<file path="src/rtl/alu_sync.sv">
// alu_sync: 8-bit synchronous ALU with a start/done handshake.
// Operands and opcode are latched on a start request in IDLE; single-cycle
// ops complete one edge later (EXEC), while MUL/DIV/MOD run an 8-step
// iterative datapath (ITER) when ALU_MULDIV_EN is defined. Without that
// macro the iterative datapath is absent and 0A/0B/0C return 00 in one cycle.
// result only changes on the completion edge; alu_done is high in IDLE.

module alu_sync (
  input  logic       clk,
  input  logic       reset,
  input  logic       alu_start,
  input  logic [7:0] a,
  input  logic [7:0] b,
  input  logic [5:0] op,
  output logic [7:0] result,
  output logic       alu_done
);

  typedef enum logic [1:0] {
    ST_IDLE = 2'd0,
    ST_EXEC = 2'd1,
    ST_ITER = 2'd2
  } state_t;

  localparam logic [5:0] OP_ADD  = 6'h00;
  localparam logic [5:0] OP_SUB  = 6'h01;
  localparam logic [5:0] OP_AND  = 6'h02;
  localparam logic [5:0] OP_OR   = 6'h03;
  localparam logic [5:0] OP_XOR  = 6'h04;
  localparam logic [5:0] OP_NOT  = 6'h05;
  localparam logic [5:0] OP_SHL  = 6'h06;
  localparam logic [5:0] OP_SHR  = 6'h07;
  localparam logic [5:0] OP_INC  = 6'h08;
  localparam logic [5:0] OP_DEC  = 6'h09;
  localparam logic [5:0] OP_PASS = 6'h0D;
`ifdef ALU_MULDIV_EN
  localparam logic [5:0] OP_MUL  = 6'h0A;
  localparam logic [5:0] OP_DIV  = 6'h0B;
  localparam logic [5:0] OP_MOD  = 6'h0C;
`endif

  state_t     r_state;
  state_t     w_next_state;
  logic [7:0] r_a;
  logic [7:0] r_b;
  logic [5:0] r_op;
  logic [7:0] r_result;
  logic [7:0] w_exec_result;
  logic       w_is_muldiv;

`ifdef ALU_MULDIV_EN
  // Iterative datapath. r_acc is the product accumulator (MUL) or the partial
  // remainder (DIV/MOD); r_x is the shifting multiplicand (MUL) or the
  // dividend/quotient shift register (DIV/MOD); r_y is the shifting multiplier.
  logic [2:0] r_cnt;
  logic [7:0] r_acc;
  logic [7:0] r_x;
  logic [7:0] r_y;
  logic       w_last;
  logic [7:0] w_mul_acc;
  logic [8:0] w_shift;
  logic       w_ge;
  logic [7:0] w_rem_next;
  logic [7:0] w_quo_next;
  logic [7:0] w_iter_result;

  assign w_is_muldiv = (op == OP_MUL) || (op == OP_DIV) || (op == OP_MOD);
  assign w_last      = (r_cnt == 3'd7);

  // Shift-add multiply step: add the multiplicand when the multiplier LSB is set.
  assign w_mul_acc   = r_y[0] ? (r_acc + r_x) : r_acc;

  // Restoring divide step: shift the next dividend bit into the remainder and
  // subtract the divisor when it fits. A zero divisor always "fits", which
  // yields quotient FF and remainder a without any special case.
  assign w_shift     = {r_acc, r_x[7]};
  assign w_ge        = (w_shift >= {1'b0, r_b});
  assign w_rem_next  = w_ge ? (w_shift[7:0] - r_b) : w_shift[7:0];
  assign w_quo_next  = {r_x[6:0], w_ge};

  assign w_iter_result = (r_op == OP_MUL) ? w_mul_acc  :
                         (r_op == OP_DIV) ? w_quo_next : w_rem_next;
`else
  assign w_is_muldiv = 1'b0;
`endif

  assign result   = r_result;
  assign alu_done = (r_state == ST_IDLE);

  // State register.
  always_ff @(posedge clk or posedge reset) begin
    // NOTE: sequential state uses non-blocking assignments so every register
    // samples pre-edge values regardless of statement order.
    if (reset) r_state <= ST_IDLE;
    else       r_state <= w_next_state;
  end

  // Next-state logic: start only from IDLE, single-cycle ops go through EXEC.
  always_comb begin
    // NOTE: default first so no path through this block leaves a latch.
    w_next_state = r_state;
    case (r_state)
      ST_IDLE: begin
        if (alu_start) w_next_state = w_is_muldiv ? ST_ITER : ST_EXEC;
      end
      ST_EXEC: w_next_state = ST_IDLE;
      ST_ITER: begin
`ifdef ALU_MULDIV_EN
        if (w_last) w_next_state = ST_IDLE;
`else
        w_next_state = ST_IDLE;
`endif
      end
      default: w_next_state = ST_IDLE;
    endcase
  end

  // Operand latch: captured only on an accepted start, frozen while busy.
  always_ff @(posedge clk or posedge reset) begin
    if (reset) begin
      r_a  <= 8'h00;
      r_b  <= 8'h00;
      r_op <= 6'h00;
    end else if (r_state == ST_IDLE && alu_start) begin
      r_a  <= a;
      r_b  <= b;
      r_op <= op;
    end
  end

  // Single-cycle result from the latched operands; unknown opcodes give 00.
  always_comb begin
    w_exec_result = 8'h00;
    case (r_op)
      OP_ADD:  w_exec_result = r_a + r_b;
      OP_SUB:  w_exec_result = r_a - r_b;
      OP_AND:  w_exec_result = r_a & r_b;
      OP_OR:   w_exec_result = r_a | r_b;
      OP_XOR:  w_exec_result = r_a ^ r_b;
      OP_NOT:  w_exec_result = ~r_a;
      OP_SHL:  w_exec_result = {r_a[6:0], 1'b0};
      OP_SHR:  w_exec_result = {1'b0, r_a[7:1]};
      OP_INC:  w_exec_result = r_a + 8'd1;
      OP_DEC:  w_exec_result = r_a - 8'd1;
      OP_PASS: w_exec_result = r_a;
      default: w_exec_result = 8'h00;
    endcase
  end

`ifdef ALU_MULDIV_EN
  // Iteration registers: seeded from the live inputs on start, stepped in ITER.
  always_ff @(posedge clk or posedge reset) begin
    if (reset) begin
      r_cnt <= 3'd0;
      r_acc <= 8'h00;
      r_x   <= 8'h00;
      r_y   <= 8'h00;
    end else if (r_state == ST_IDLE && alu_start) begin
      r_cnt <= 3'd0;
      r_acc <= 8'h00;
      r_x   <= a;
      r_y   <= b;
    end else if (r_state == ST_ITER) begin
      r_cnt <= r_cnt + 3'd1;
      if (r_op == OP_MUL) begin
        r_acc <= w_mul_acc;
        r_x   <= {r_x[6:0], 1'b0};
        r_y   <= {1'b0, r_y[7:1]};
      end else begin
        r_acc <= w_rem_next;
        r_x   <= w_quo_next;
      end
    end
  end
`endif

  // Result register: written only on the completion edge of an operation.
  always_ff @(posedge clk or posedge reset) begin
    if (reset) begin
      r_result <= 8'h00;
    end else if (r_state == ST_EXEC) begin
      r_result <= w_exec_result;
`ifdef ALU_MULDIV_EN
    end else if (r_state == ST_ITER && w_last) begin
      r_result <= w_iter_result;
`endif
    end
  end

endmodule

</file>
<file path="config.mk">
export PLATFORM = sky130hd
export DESIGN_NAME = alu_sync
export DESIGN_NICKNAME = d
export VERILOG_FILES = /design/src/rtl/alu_sync.sv
export SDC_FILE = /design/constraint.sdc
export NUM_CORES = 1
export LEC_CHECK = 0
export CAP_MARGIN = 20
export CORE_MARGIN = 10
export CORE_UTILIZATION = 60
export CTS_BUF_LIST = sky130_fd_sc_hd__clkbuf_2 sky130_fd_sc_hd__clkbuf_4 sky130_fd_sc_hd__clkbuf_8
export CTS_CLUSTER_DIAMETER = 80
export DETAILED_ROUTE_END_ITERATION = 16
export GPL_ROUTABILITY_DRIVEN = 1
export PLACE_DENSITY_LB_ADDON = 0.1
export SLEW_MARGIN = 40
export SYNTH_ARGS = -nofsm -noshare
export SYNTH_HDL_FRONTEND = slang
export SYNTH_SLANG_ARGS = --single-unit
</file>
<file path="constraint.sdc">
create_clock -name clk -period 5.45 [get_ports clk]
set_input_delay 0.8175 -clock clk [delete_from_list [all_inputs] [get_ports clk]]
set_output_delay 0.8175 -clock clk [all_outputs]
set_load 0.005 [all_outputs]
</file>
==> results of run 1 <==
-- worst max-delay path: stages (launching register included) --
cell	delay (ps)
dfrtp_1	540
nor4_4	640
o21ai_0	400
nand2_1	150
nand2_1	60
a211oi_1	240
ha_1	300
nor2b_1	150
o21a_1	170
o21ai_0	250
a21oi_1	120
nor3_1	190
o221ai_1	120
-- kinds of logic (layout without fill, tap and decap cells) --
group	after synthesis	after routing	synth area share, %
AOI/OAI and AO/OA	83	83	22.8
xor gates and xnor gates	4	4	1.43
adders and majority gates	26	26	13.6
buffers and inverters	35	64	5.53
DFF	31	31	31.8
muxes	9	9	4.00
and+or+nand+nor	98	98	20.9
-- worst max path at each step --
| stage | startpoint | to | slack, ps | depth (start not counted) |
|---|---|---|---|---|
| 5_1_grt | r_op[1] | result[6] | 1730 | 11 |
| 6_report | r_op[1] | result[6] | 1990 | 12 |
| 3_5_place_dp | r_op[1] | result[6] | 2100 | 12 |
| 3_3_place_gp | r_op[1] | result[6] | 2150 | 12 |
| 4_1_cts | r_op[1] | result[6] | 2080 | 12 |
| 2_1_floorplan | r_op[5] | result[4] | 2470 | 12 |
-- per-stage QoR --
step                      power [mW]  area, sq um  instances  util, %
after floorplan                0.502         2440        286        -
after global placement         0.583         2800        357     70.4
after detailed placement       0.589         2800        357     70.4
after CTS                      0.799         2900        365     73.0
after global routing           0.851         2900        365     73.0
final                          0.801         2900        365     73.0
-- layout make-up --
cell class              count  area [sq um]  area share, %
clock buffers               8           104           3.58
inverters                  21          78.8           2.72
multi-input cells         220          1530           52.9
flip-flops and latches     31           776           26.7
well taps                  50          62.6           2.16
repair buffers             35           345           11.9
-- cell usage after synthesis (3+ instances only) --
| cell | n |
|---|---|
| mux2_2 | 6 |
| o2bb2ai_1 | 6 |
| a222oi_1 | 3 |
| clkbuf_1 | 10 |
| nand2b_1 | 4 |
| ha_1 | 25 |
| and3_1 | 6 |
| nand3_1 | 5 |
| nor2_1 | 23 |
| nor2b_1 | 7 |
| xnor2_1 | 3 |
| o21ai_0 | 23 |
| and2_1 | 3 |
| a211oi_1 | 5 |
| a21oi_1 | 16 |
| mux2i_1 | 3 |
| inv_1 | 20 |
| a22oi_1 | 3 |
| buf_2 | 3 |
| nor3_1 | 10 |
| nand2_1 | 28 |
| a21o_1 | 3 |
| dfrtp_1 | 31 |
-- metal layers --
| metal | track usage (%) | wire length, um |
|---|---|---|
| met4 | 9.74 | 187 |
| met3 | 4.88 | 478 |
| met2 | 32.2 | 3160 |
| met5 | 0 | 0 |
| met1 | 24.3 | 2970 |
-- power groups by stage --
stage                     sequential [mW]  combinational, mW  clock, mW
final                               0.309              0.283      0.209
after global routing                0.314              0.317      0.219
after CTS                           0.307              0.280      0.212
after detailed placement            0.311              0.277          0
after global placement              0.310              0.273          0
after floorplan                     0.286              0.215          0
-- state kept, by name, summed over array words and instances (netlist names) --
register,cells
r_a,8
r_b,8
result,8
r_op,6
r_state,1
==> results by group, run 1 <==
Run status
  – Status: completed

Critical path
  – Startpoint types: register
  – R2r endpoint: result[6]
  – Crit path DAT: 3600 ps
  – R2R setup slack: 1990 ps
  – Worst Reg2Reg Path Length in Cells: 12
  – Reg-to-Reg Start: r_op[1]
  – Kind of critical path: register to register
  – Crit. End Element: register
  – Critical Path RT: 5600 ps
  – Worst-path maximum fanout: 12

Final layout
  – Number of diodes: 0
  – Most frequent cells in the layout: clkdlybuf4s50_1 (33), dfrtp_1 (31), nand2_1 (28)
  – Fillers: 320
  – Final net count: 365
  – Commonest non-fill, non-tap cell in the layout: clkdlybuf4s50_1
  – Synthesis-to-layout area growth: 18.7%
  – Fraction of layout cells with a size suffix above 1: 6.98%

Logic synthesis
  – Synth Flop Type: dfrtp_1
  – Library cells used by synthesis: 55
  – Post-synth EDFFs: 0
  – Flops & latches, synth: 31
  – Syn_nets: 337
  – Most area-hungry cell type in the Yosys netlist: dfrtp_1
  – Synth Cell Area: 2440 sq um
  – Yosys warning count: 0
  – Post-synth top area share: 31.8%
  – Register area share after synthesis: 31.8%
  – Synthesized netlist cell count: 286
  – FFs w/ async S/R, synth: 100%
  – Synth area leaders: dfrtp_1 (32%), ha_1 (13%), o21ai_0 (4.7%)
  – Mean Syn Cell Area: 8.54 sq um

Pwr
  – Leakage: 1.25 nW
  – Internal Power: 0.510 mW
  – Clock share of power: 26.1%
  – Power density over cell area: 276 nW/um^2
  – Logic pwr share: 35.4%
  – Seq pwr share: 38.6%
  – Peak supply drop: 0.196 mV
  – P_sw: 0.291 mW
  – Switching part of the total power: 36.3%

Global route
  – Gr ovfl total: 0
  – Vias in the first global route: 2268
  – Overall routing resource usage: 20.0%
  – Pin count of the biggest net entering global routing: 32
  – First-pass GRT wire length: 11.5 mm
  – Initial antenna violation count: 0

Timing
  – Crit share post-route: 63.4%
  – Max Clk Rate: 289 MHz
  – Clock skew: 6.70 ps
  – Final Hold Fails: 0
  – Slew margin rel.: 54.8%
  – Setup TNS: 0 ps
  – Min Clock Period, post-route: 3460 ps
  – Final Slew Violations: 0
  – RSZ-0062 raised after global routing: false
  – Worst hold slack: 492 ps
  – Post-route setup slack: 1990 ps
  – Final setup viols: 0
  – Worst-margin pin slew: 677 ps

Drt
  – Detailed Route Iter0 Violations: 190
  – Vias: 2247
  – Total wire length: 6.79 mm
  – DR WL/cell: 18.6 um
  – Routed Antenna Nets: 0
  – DRT Pass-1 Iters: 5
  – # DRC: 0
  – Post-DR vias/cell: 6.16

Hold path
  – Worst hold endpoint: result[3]
  – Cell count of the worst hold path: 1
  – Min-delay worst type: register to register
  – Hold path start: result[3]

Clock network
  – # resized after CTS: 0
  – # hold bufs at CTS: 0
  – Maximum clock insertion buffer count: 2
  – Clk sink count: 31
  – Clock Pin Slew Worst Setup and Hold Paths: 70 ps
  – CTS tree: yes
  – Clock latency on the worst-skew pair: 290 ps
  – Clk root buf: clkbuf_8
  – Post-CTS setup buffer count: 0
  – CTS Buf Count: 5
  – CTS H-tree depth: 2

Floorplan
  – Top Ports: 34
  – Core ar.: 3970 sq um
  – Initial Utilization: 61.5%
  – Die area: 7020 sq um
  – Die Width: 83.8 um
  – Die Y: 83.8 um
  – FP Rows: 23

Place
  – Final HPWL DP: 5.19 mm
  – Pre-CTS setup slack: 2100 ps
  – GPL Wtd Cong: 0.990
  – IO buf count: 33

Run
  – MaxCap Viol Count: 0
(Power assumes the default switching activity.)
==> run 2: changes to the inputs <==
--- a/config.mk
+++ b/config.mk
@@ -7,7 +7,7 @@
 export LEC_CHECK = 0
 export CAP_MARGIN = 20
 export CORE_MARGIN = 10
-export CORE_UTILIZATION = 60
+export CORE_UTILIZATION = 57
 export CTS_BUF_LIST = sky130_fd_sc_hd__clkbuf_2 sky130_fd_sc_hd__clkbuf_4 sky130_fd_sc_hd__clkbuf_8
 export CTS_CLUSTER_DIAMETER = 80
 export DETAILED_ROUTE_END_ITERATION = 16
==> constraint.sdc (replaced) <==
create_clock -name clk -period 3.5 [get_ports clk]
set_input_delay 0.525 -clock clk [delete_from_list [all_inputs] [get_ports clk]]
set_output_delay 0.525 -clock clk [all_outputs]
set_load 0.005 [all_outputs]
==> run 2 against run 1 <==
Against the previous run:
- cell count rose by 0.82%
- via count is 2.0% higher
- sequential cell count is the same
- first-iteration DRC count up 51%
- global-route usage decreased by 1.1 points
- register-to-register slack got worse by 1600 ps
- largest power group unchanged
- critical endpoint unchanged
- cell area increased by 0.35%
- non-clock buffer count increased by 5
==> results by group, run 2 (synthesis results as in run 1) <==
Run status
  – Status: completed (unchanged)

Global route
  – Overall routing resource usage: 18.9% (was 20.0%)
  – Initial antenna violation count: 0 (unchanged)
  – Pin count of the biggest net entering global routing: 32 (unchanged)
  – Gr ovfl total: 0 (unchanged)
  – Vias in the first global route: 2261 (was 2268)
  – First-pass GRT wire length: 11.5 mm (about the same)

Critical path
  – Critical-path cell list: or4_1 -> nor2_1 -> buf_4 -> o21ai_0 -> a21oi_1 -> ha_1 -> o21a_1 -> o21ai_0 -> a21oi_1 -> nor3_1 -> o221ai_1 (was nor4_4 -> o21ai_0 -> nand2_1 -> nand2_1 -> a211oi_1 -> ha_1 -> nor2b_1 -> o21a_1 -> o21ai_0 -> a21oi_1 -> nor3_1 -> o221ai_1)
  – Startpoint types: register (unchanged)
  – Worst-path maximum fanout: 12 (unchanged)
  – Crit path DAT: 3260 ps (was 3600 ps)
  – Kind of critical path: register to register (unchanged)
  – CP peak stage delay: 600 ps (was 640 ps)
  – Critical Path RT: 3640 ps (was 5600 ps)
  – Slowest-stage cell, CP: or4_1 (was nor4_4)
  – Crit. End Element: register (unchanged)

Place
  – Final HPWL DP: 5.10 mm (was 5.19 mm)
  – GPL Wtd Cong: 1.01 (was 0.990)
  – IO buf count: 33 (unchanged)
  – DP Cell Count: 362 (was 357)

Timing
  – Worst-margin pin slew: 752 ps (was 677 ps)
  – Final Slew Violations: 0 (unchanged)
  – Slew margin rel.: 49.7% (was 54.8%)
  – Final Hold Fails: 0 (unchanged)
  – Crit share post-route: 89.1% (was 63.4%)
  – RSZ-0062 raised after global routing: false (unchanged)
  – Min Clock Period, post-route: 3120 ps (was 3460 ps)
  – Final setup viols: 0 (unchanged)
  – Clock skew: 4.50 ps (was 6.70 ps)
  – Max Clk Rate: 321 MHz (was 289 MHz)
  – Setup TNS: 0 ps (unchanged)

Clock network
  – Clock latency on the worst-skew pair: 280 ps (was 290 ps)
  – # hold bufs at CTS: 0 (unchanged)
  – Maximum clock insertion buffer count: 2 (unchanged)
  – Clk sink count: 31 (unchanged)
  – CTS H-tree depth: 2 (unchanged)
  – Clk root buf: clkbuf_8 (unchanged)
  – Post-CTS setup buffer count: 0 (unchanged)
  – CTS Buf Count: 5 (unchanged)
  – Clock Pin Slew Worst Setup and Hold Paths: 60 ps (was 70 ps)
  – CTS tree: yes (unchanged)
  – # resized after CTS: 0 (unchanged)

Drt
  – DRT Pass-1 Iters: 5 (unchanged)
  – Post-DR vias/cell: 6.23 (was 6.16)
  – Vias: 2293 (was 2247)
  – Total wire length: 6.71 mm (was 6.79 mm)
  – DR WL/cell: 18.2 um (was 18.6 um)
  – Routed Antenna Nets: 0 (unchanged)
  – # DRC: 0 (unchanged)
  – Detailed Route Iter0 Violations: 287 (was 190)

Final layout
  – Final net count: 370 (was 365)
  – Number of diodes: 0 (unchanged)
  – Final Instance Count excl. Fillers: 368 (was 365)
  – Area of the multi-input gates: 1530 sq um (unchanged)
  – Commonest non-fill, non-tap cell in the layout: clkdlybuf4s50_1 (unchanged)
  – Core Util, Final: 71.2% (was 73.0%)
  – Most frequent cells in the layout: clkdlybuf4s50_1 (33), dfrtp_1 (31), nand2_1 (28) (unchanged)
  – Fillers: 339 (was 320)
  – Fraction of layout cells with a size suffix above 1: 7.86% (was 6.98%)
  – Flip-flop and latch area: 776 sq um (unchanged)
  – Synthesis-to-layout area growth: 19.2% (was 18.7%)

Floorplan
  – FP Rows: 23 (unchanged)
  – Die area: 7300 sq um (was 7020 sq um)
  – Die Y: 85.5 um (was 83.8 um)
  – Core ar.: 4090 sq um (was 3970 sq um)
  – Die Width: 85.5 um (was 83.8 um)
  – Initial Utilization: 59.8% (was 61.5%)
  – Top Ports: 34 (unchanged)

Run
  – MaxCap Viol Count: 0 (unchanged)

Pwr
  – Peak supply drop: 0.246 mV (was 0.196 mV)
  – Leakage: 1.26 nW (was 1.25 nW)
  – Power density over cell area: 412 nW/um^2 (was 276 nW/um^2)

Hold path
  – Min-delay worst type: register to register (unchanged)
run 2: cell types whose count changed in the layout (fill, tap and decap cells not counted), sizes merged:
cell,delta
buf,+5
clkbuf,-2
run 2: layout make-up:
class	count	share of cell area, %
Sequential cell	31	26.7
Tap cell	50	2.15
Timing Repair Buffer	40	13.2
Multi-Input combinational cell	220	52.7
Clock buffer	6	2.62
Inverter	21	2.71
run 2: power breakdown:
group	switching (mW)	internal (mW)
logic	0.241	0.215
registers	0.0795	0.399
clock network	0.124	0.140
run 2: worst paths after layout:
kind | depth (start not counted) | startpoint | end | slack, ps
setup / recovery | 11 | r_op[1] | result[6] | 380
hold / removal | 1 | result[4] | result[4] | 480
setup reg to reg | 11 | r_op[1] | result[6] | 380
hold reg to reg | 1 | result[4] | result[4] | 480
max in group asynchronous | 3 | reset | result[2] | 2600
min in group asynchronous | 3 | reset | r_a[1] | 620
run 2: metrics by stage:
stage                     area (sq um)  hold slack, ps  setup WS (ps)  power (mW)
after floorplan                   2440             477            522       0.781
after global placement            2830             467            534       0.922
after detailed placement          2830             470            479       0.928
after CTS                         2910             484            448        1.20
after global routing              2910             507            159        1.29
final                             2910             478            381        1.20
run 2: critical path: cells and delay by family, from the launching register on:
family | cells | cell delay, ps
DFF | 1 | 540
and+or+nand+nor | 3 | 970
AOI/OAI and AO/OA | 6 | 1000
buffers and inverters | 1 | 160
adders and majority gates | 1 | 320
run 2: per-layer routing:
| metal | share of wire (%) | track usage (%) | wire [um] | vias up |
|---|---|---|---|---|
| met5 | 0 | 0 | 0 | - |
| met4 | 1.6 | 4.64 | 106 | 0 |
| met3 | 8.0 | 4.21 | 538 | 14 |
| met2 | 44 | 29.6 | 2990 | 114 |
| met1 | 46 | 25.5 | 3080 | 1070 |
| li1 | - | - | - | 1095 |
==> edit, RTL diff (config.mk and constraints of run 1) <==
Register the output `alu_done`, cleared by the reset; this adds one clock of latency there. The other outputs are not delayed to match.
--- a/src/rtl/alu_sync.sv
+++ b/src/rtl/alu_sync.sv
@@ -85,7 +85,13 @@
 `endif
 
   assign result   = r_result;
-  assign alu_done = (r_state == ST_IDLE);
+  always_ff @(posedge clk or posedge reset) begin
+    if (reset) begin
+      alu_done <= '0;
+    end else begin
+      alu_done <= (r_state == ST_IDLE);
+    end
+  end
 
   // State register.
   always_ff @(posedge clk or posedge reset) begin
Formal check against the unedited RTL: not equivalent (a bounded check fails within 4 cycles, from zero or initial values and one cycle with reset high).
==> edit against run 1 <==
  * Setup slack better by 140 ps
  * Count of clock-buffer cells in the layout stayed put
  * Total power is 0.20% higher
  * Cell area decreased by 0.22%
  * Critical endpoint unchanged
  * Area after synthesis decreased by 0.72%
  * Die area down 0.55%
  * Largest power group unchanged
  * Largest cell class unchanged
  * Wire length down 6.1%
  * Sequential cell count rose by 1
==> edit: results (changes against run 1) <==
- Status: finished, final reports clean
- Final period util: 0.609 (-0.0251)
- WL met3: 511 um (+6.9%)
- M2 GR Usage: 0.291 (-0.0307)
- Total routed wirelength: 6380 um (-6.1%)
- Post-synth cell types: 53 (-3.6%)
- Min-Delay Path Class: flip-flop to flip-flop
- Met2 routed WL: 2920 um (-7.4%)
- Dpl hpwl: 4650 um (-11%)
- Worst-Margin Slew: 689 ps (+12.4 ps)
- Cells on worst reg2reg path: 13 (+1)
- VDD IR max: 0.000200 V (+1.9%)
- Share of post-route cells with drive strength above 1: 0.0879 (+0.0181)
- Post-synth top cells: dfrtp_1, nand2_1, nor2_1
- Worst R2R Setup Slack: 2130 ps (+140 ps)
- IO buf count: 33 (unchanged)
- 1st-pass router iterations: 6 (+1)
- Hold Crit Endpoint: result[1]
- Sequential element share of the synthesized area: 0.330 (+0.0126)
- Fillers: 313 (-2.2%)
- Total track usage: 0.189 (-0.0115)
- First-pass GRT wire length: 11100 um (-3.6%)
- Post-Synth Adder-Cell Area: 0.137 (+0.000984)
- Routed length on met1: 2820 um (-4.9%)
- Hold Slack: 484 ps (-8.20 ps)
- Routed wire length per instance: 17.9 um (-3.9%)
- Top cells by area, synth: dfrtp_1, ha_1, o21ai_0, nand2_1, nor2_1
- Placed cells: 349 (-2.2%)
- FF+latch area: 801 um^2 (+3.2%)
- # diodes: 0 (unchanged)
- Post-synthesis compound-gate area fraction: 0.244 (+0.0156)
- Worst R2R Start: r_op[0]
- Fin nets: 357 (-2.2%)
- Pre-CTS setup slack: 2190 ps (+86.6 ps)
- Post-Synth XOR/XNOR Area: 0.0325 (+0.0182)
- Syn_area_per_cell: 8.79 um^2 (+2.9%)
- Crit-path slowest cell: nor4b_1
- CTS root buf: clkbuf_8
- Leak: 1.26 nW (+0.78%)
- Max Clock Skew: 2.83 ps (-3.87 ps)
- Largest delay contributor family on the critical path: compound AO/OA/AOI/OAI gates
- Mux share of post-synthesis cell area: 0.0232 (-0.0167)
- HP Start: result[1]
- Initial drt markers: 252 (+33%)
- Syn Nets: 327 (-3.0%)
- Vias in the first global route: 2274 (+0.26%)
- Max FO, Critical Path: 10 (-2)
- Met1 Track Usage GR: 0.238 (-0.00429)
- Critical Path AT: 3510 ps (-90 ps)
- GR Layer Usage met3: 0.0508 (+0.00195)
- Final Wtd Congestion: 0.945 (-4.5%)
- Vias per Instance: 6.25 (+1.6%)
- Largest net degree at the start of global routing: 33 (+3.1%)
-- edit: cell types whose count changed in the layout (fill, tap and decap cells not counted), moves of 4 or more --
cell and change:
nor3_1 -8, and3_1 -5, xnor2_1 +5, nor2b_1 -4
o2bb2ai_1 -4
-- edit: cell families after synthesis --
logic type               Yosys count
AO/OA/AOI/OAI                     89
XOR/XNOR                           9
adder cells (fa/ha/maj)           26
buffers and inverters             34
flip-flops                        32
multiplexers                       5
AND/OR/NAND/NOR                   81
-- edit: area by class of cell --
cell class / count / share of cell area
clock buffers: 8 / 0.0337
flip-flops and latches: 32 / 0.277
multi-input cells: 210 / 0.520
inverters: 22 / 0.0285
repair buffers: 35 / 0.119
well taps: 50 / 0.0216
-- edit: power breakdown --
group	internal (mW)	switching (mW)	total (mW)
Combinational	0.136	0.149	0.284
Clock	0.113	0.0875	0.200
Sequential	0.263	0.0546	0.318
Total	0.512	0.291	0.803
